--- src/rtl/raizing_gp9001_cpuif.sv ---
// 68000 bus front end for the GP9001 GCU: decodes CPU accesses into
// one-hot GCU operations and answers status/unused offsets locally.
module raizing_gp9001_cpuif (
    input  logic        CLK,
    input  logic        RESET,
    input  logic        CPU_CS,
    input  logic        CPU_RNW,
    input  logic [2:0]  CPU_ADDR,
    input  logic [15:0] CPU_DIN,
    output logic [15:0] CPU_DOUT,
    output logic        CPU_DTACKn,
    input  logic        HSYNC,
    input  logic        VSYNC,
    input  logic        FBLANK,
    output logic        GP9001CS,
    input  logic        GP9001ACK,
    output logic [15:0] GP9001DIN,
    input  logic [15:0] GP9001DOUT,
    output logic        GP9001_OP_SELECT_REG,
    output logic        GP9001_OP_WRITE_REG,
    output logic        GP9001_OP_WRITE_RAM,
    output logic        GP9001_OP_READ_RAM_H,
    output logic        GP9001_OP_READ_RAM_L,
    output logic        GP9001_OP_SET_RAM_PTR,
    output logic        TIMEOUT
);

    typedef enum logic [1:0] {IDLE, REQ, WAIT, DONE} state_t;

    localparam logic [5:0] OP_SEL  = 6'b100000;
    localparam logic [5:0] OP_WREG = 6'b010000;
    localparam logic [5:0] OP_WRAM = 6'b001000;
    localparam logic [5:0] OP_RH   = 6'b000100;
    localparam logic [5:0] OP_RL   = 6'b000010;
    localparam logic [5:0] OP_PTR  = 6'b000001;

    state_t      state;
    logic [5:0]  op_q;
    logic [5:0]  dec_op;
    logic [15:0] local_dout;
    logic [7:0]  wait_cnt;
    logic        cs_q;
    logic        armed;
    logic        rnw_q;
    logic        aborted;
    logic        cs_rise;

    // armed blocks a CS already high at reset release from looking like an edge
    assign cs_rise = CPU_CS & ~cs_q & armed;

    always_comb begin
        dec_op = '0;
        unique case ({CPU_RNW, CPU_ADDR})
            4'b0000:          dec_op = OP_PTR;
            4'b0010, 4'b0011: dec_op = OP_WRAM;
            4'b0100:          dec_op = OP_SEL;
            4'b0110:          dec_op = OP_WREG;
            4'b1010:          dec_op = OP_RH;
            4'b1011:          dec_op = OP_RL;
            default:          dec_op = '0;
        endcase
    end

    assign local_dout = CPU_ADDR[0] ? 16'hFFFF
                                    : {HSYNC, VSYNC, FBLANK, 13'h0000};

    always_ff @(posedge CLK or posedge RESET) begin
        if (RESET) begin
            state      <= IDLE;
            op_q       <= '0;
            GP9001CS   <= 1'b0;
            GP9001DIN  <= '0;
            CPU_DOUT   <= '0;
            CPU_DTACKn <= 1'b1;
            TIMEOUT    <= 1'b0;
            wait_cnt   <= '0;
            cs_q       <= 1'b0;
            armed      <= 1'b0;
            rnw_q      <= 1'b0;
            aborted    <= 1'b0;
        end else begin
            cs_q <= CPU_CS;
            if (!CPU_CS)
                armed <= 1'b1;
            unique case (state)
                IDLE: begin
                    if (cs_rise) begin
                        rnw_q   <= CPU_RNW;
                        aborted <= 1'b0;
                        if (dec_op != '0) begin
                            op_q      <= dec_op;
                            GP9001CS  <= 1'b1;
                            GP9001DIN <= CPU_DIN;
                            state     <= REQ;
                        end else begin
                            if (CPU_RNW)
                                CPU_DOUT <= local_dout;
                            CPU_DTACKn <= 1'b0;
                            state      <= DONE;
                        end
                    end
                end
                REQ: begin
                    if (!CPU_CS)
                        aborted <= 1'b1;
                    wait_cnt <= '0;
                    state    <= WAIT;
                end
                WAIT: begin
                    if (GP9001ACK || wait_cnt == 8'd254) begin
                        GP9001CS <= 1'b0;
                        op_q     <= '0;
                        if (!GP9001ACK) begin
                            CPU_DOUT <= 16'hFFFF;
                            TIMEOUT  <= 1'b1;
                        end else if (rnw_q) begin
                            CPU_DOUT <= GP9001DOUT;
                        end
                        // an abandoned CPU cycle must not see a stray DTACK
                        if (aborted || !CPU_CS) begin
                            state <= IDLE;
                        end else begin
                            CPU_DTACKn <= 1'b0;
                            state      <= DONE;
                        end
                    end else begin
                        wait_cnt <= wait_cnt + 8'd1;
                        if (!CPU_CS)
                            aborted <= 1'b1;
                    end
                end
                DONE: begin
                    if (!CPU_CS) begin
                        CPU_DTACKn <= 1'b1;
                        state      <= IDLE;
                    end
                end
            endcase
        end
    end

    assign GP9001_OP_SELECT_REG  = op_q[5];
    assign GP9001_OP_WRITE_REG   = op_q[4];
    assign GP9001_OP_WRITE_RAM   = op_q[3];
    assign GP9001_OP_READ_RAM_H  = op_q[2];
    assign GP9001_OP_READ_RAM_L  = op_q[1];
    assign GP9001_OP_SET_RAM_PTR = op_q[0];

endmodule

--- config.mk ---
export PLATFORM = sky130hd
export DESIGN_NAME = raizing_gp9001_cpuif
export DESIGN_NICKNAME = d
export VERILOG_FILES = /design/src/rtl/raizing_gp9001_cpuif.sv
export SDC_FILE = /design/constraint.sdc
export NUM_CORES = 1
export LEC_CHECK = 0
export CAP_MARGIN = 0
export CORE_MARGIN = 2
export CORE_UTILIZATION = 35
export CTS_CLUSTER_DIAMETER = 120
export DETAILED_ROUTE_END_ITERATION = 10
export GPL_ROUTABILITY_DRIVEN = 0
export MAX_ROUTING_LAYER = met4
export PLACE_DENSITY = 0.67
export SYNTH_ARGS = -nofsm -noshare
export SYNTH_HDL_FRONTEND = slang
export SYNTH_SLANG_ARGS = --single-unit
--- constraint.sdc ---
create_clock -name CLK -period 5.3 [get_ports CLK]
set_input_delay 0.795 -clock CLK [delete_from_list [all_inputs] [get_ports CLK]]
set_output_delay 0.795 -clock CLK [all_outputs]
set_load 0.01 [all_outputs]
==> results_dict.tcl <==
set metrics [dict create \
    rsz0062_at_grt "false" \
    slew_headroom 0.4379 \
    antenna_found_initial 0 \
    skew_ns 0.007806 \
    reg2regPathDepth 6 \
    irDropWorstVdd_mv 0.2305 \
    min_from "TIMEOUT" \
    grt_overflow 0 \
    root_buffer "clkbuf_8" \
    critical_path_required_ns 5.50 \
    syn_area_um2 2618 \
    drt_iter0_drc 53 \
    async_reset_ff_frac 1.000 \
    power.leakage_nw 1.588 \
    diodes 0 \
    clkSlewWorstSetupHoldPaths_ns 0.10 \
    hpwl_mm 4.075 \
    route.detailed.drc 0 \
    hp-class "reg2reg" \
    drive_gt1_frac 0.1156 \
    post-route-period-util 0.4987 \
    fin_util 0.5003 \
    cts_made_buffers 5 \
    yosysUniqueCellTypes 45 \
    tightest_slew_ns 0.8408 \
    rr_startpoint "state[0]" \
    avgSynthCellArea_um2 11.09 \
    syn_inst 236 \
    cp-start-kind "primary input" \
    holdBufCountCts 0 \
    fin_area_um2 3628 \
    seq_area_frac_synth 0.5263 \
    areaGrowthSynthToFinish_pct 38.62 \
    die_y_um 90.48 \
    slew_viol_final 0 \
    io_buffers 83 \
    vias_per_cell 4.842 \
    syn-num-nets 285 \
    dp_cells 411 \
    cp_max_fo 17 \
    insertion_delay_ns 0.31 \
    critPathArrivalTime_ns 2.84 \
    start_util 0.3609 \
    setup_viol 0 \
    critPathCaptureType "flip-flop" \
    cts-htree-levels 2 \
    synth_top_flop_cell "dfrtp_1" \
    ant_nets 0 \
    core_um2 7253 \
    cts_max_path_buffers 2 \
    fin_cells 419 \
    grt_pass1_vias 2214 \
    drv_cap 0 \
    dr.pass1.iters 4 \
    synth-edff-count 0 \
    grt_pass1_wl_mm 9.963 \
    die_area_um2 8187 \
    fp.dieW_um 90.48 \
    grt_max_degree 56 \
    nNetsFinal 368 \
    path_class "in2reg" \
    wire_per_inst_um 13.53 \
    ctsResizeCount 0 \
    hold_viol 0 \
    ys_ff_latch 55 \
    p_per_area_nw_per_um2 490.1 \
    crit_start "CPU_CS" \
    wirelength_mm 5.667 \
    pin_count 84 \
    placed_cell_area_um2 3537 \
    num_vias 2029 \
    status "finished, final reports clean" \
    hold_path_depth 1 \
    max_freq_ghz 0.3784 \
    grt.total_usage 0.1523 \
    cts_tree "built" \
    row_count 31 \
    ys_warn_count 0 \
    postCtsSetupRepairBufs 0 \
    clock_sinks 55 \
    period_minus_slack_ns 2.643 \
    tns_ns 0 \
]
## power breakdown
part	switching (mW)	internal, mW	leakage, nW
clock	0.134	0.106	0.0482
sequential	0.0908	0.579	0.668
combinational	0.389	0.479	0.872
total	0.614	1.16	1.59
## layout by cell type (no fill, tap or decap), drive strengths merged, types with 2 or more instances in the layout
cell	netlist	final
nand2b	5	5
nor2	10	10
clkdlybuf4s50	0	83
nand4	3	3
ha	6	6
nand2	9	9
clkbuf	6	7
a21oi	2	2
inv	28	28
a21o	2	2
and3b	2	2
o22ai	6	6
nand3	10	10
xnor2	2	2
nor2b	2	2
mux2i	18	18
buf	3	2
o21ai	24	24
o31ai	2	2
dfrtp	54	54
mux2	20	20
## through the flow
| step | power, mW | hold WS, ns | setup WS (ns) |
|---|---|---|---|
| global placement | 1.539 | 0.4468 | 2.340 |
| floorplan | 1.168 | 0.4714 | 3.074 |
| CTS | 1.805 | 0.4761 | 2.637 |
| detailed placement | 1.558 | 0.4546 | 2.305 |
| finish | 1.778 | 0.4688 | 2.657 |
| global route | 1.913 | 0.4911 | 2.519 |
## area by class of cell
class,count,area (um^2)
clock buffers,7,86.33
clock inverters,1,5.005
fillers,671,3625
inverters,28,105.1
multi-input cells,144,1085
flip-flops and latches,55,1378
well taps,99,123.9
repair buffers,85,845.8
## state kept, by name, summed over array words and instances, names as in the netlist
register    flops
aborted         1
op_q            6
CPU_DOUT       16
wait_cnt        8
rnw_q           1
CPU_DTACKn      1
GP9001DIN      16
TIMEOUT         1
cs_q            1
GP9001CS        1
state           2
armed           1
## final timing paths
kind / slack (ns) / endpoint
max: 2.66 / GP9001DIN[3]
min: 0.47 / TIMEOUT
max reg2reg: 2.91 / wait_cnt[6]
min reg2reg: 0.47 / TIMEOUT
max in group asynchronous: 3.83 / CPU_DOUT[5]
min in group asynchronous: 0.98 / op_q[5]
## routing by layer
| metal | track usage | up-vias | routed length (um) |
|---|---|---|---|
| met4 | 0.03590 | 0 | 46 |
| met3 | 0.04508 | 7 | 366 |
| li1 | - | 994 | - |
| met2 | 0.2537 | 60 | 2701 |
| met5 | - | - | 0 |
| met1 | 0.1825 | 968 | 2553 |
## cell families after synthesis
logic type	share of synthesized area
flops	0.5263
simple gates	0.1128
compound gates	0.1114
mux	0.1549
buf+inv	0.05927
fa+ha+maj	0.02868
xor+xnor	0.006693
## critical path, cell delays in order
cell and delay, ns:
clkdlybuf4s50_1 0.67, and3b_1 0.25, nand3_1 0.60, mux2_2 0.52
## cells in the mapped netlist, types with 2 or more instances
cell type  number  share of area
a21o_1          2         0.0057
nand4_1         2         0.0048
nand3_1        10          0.019
dfrtp_1        54           0.52
nor2_1         10          0.014
inv_1          28          0.040
clkbuf_1        6         0.0086
ha_1            6          0.029
o22ai_1         6          0.014
mux2i_1        18          0.069
and3b_1         2         0.0067
o31ai_1         2         0.0057
buf_6           2         0.0086
o21ai_0        23          0.044
nand2_1         9          0.013
a21oi_1         2         0.0038
nor2b_1         2         0.0048
xnor2_1         2         0.0067
nand2b_1        5          0.012
mux2_2         20          0.086
(Power assumes the default switching activity.)
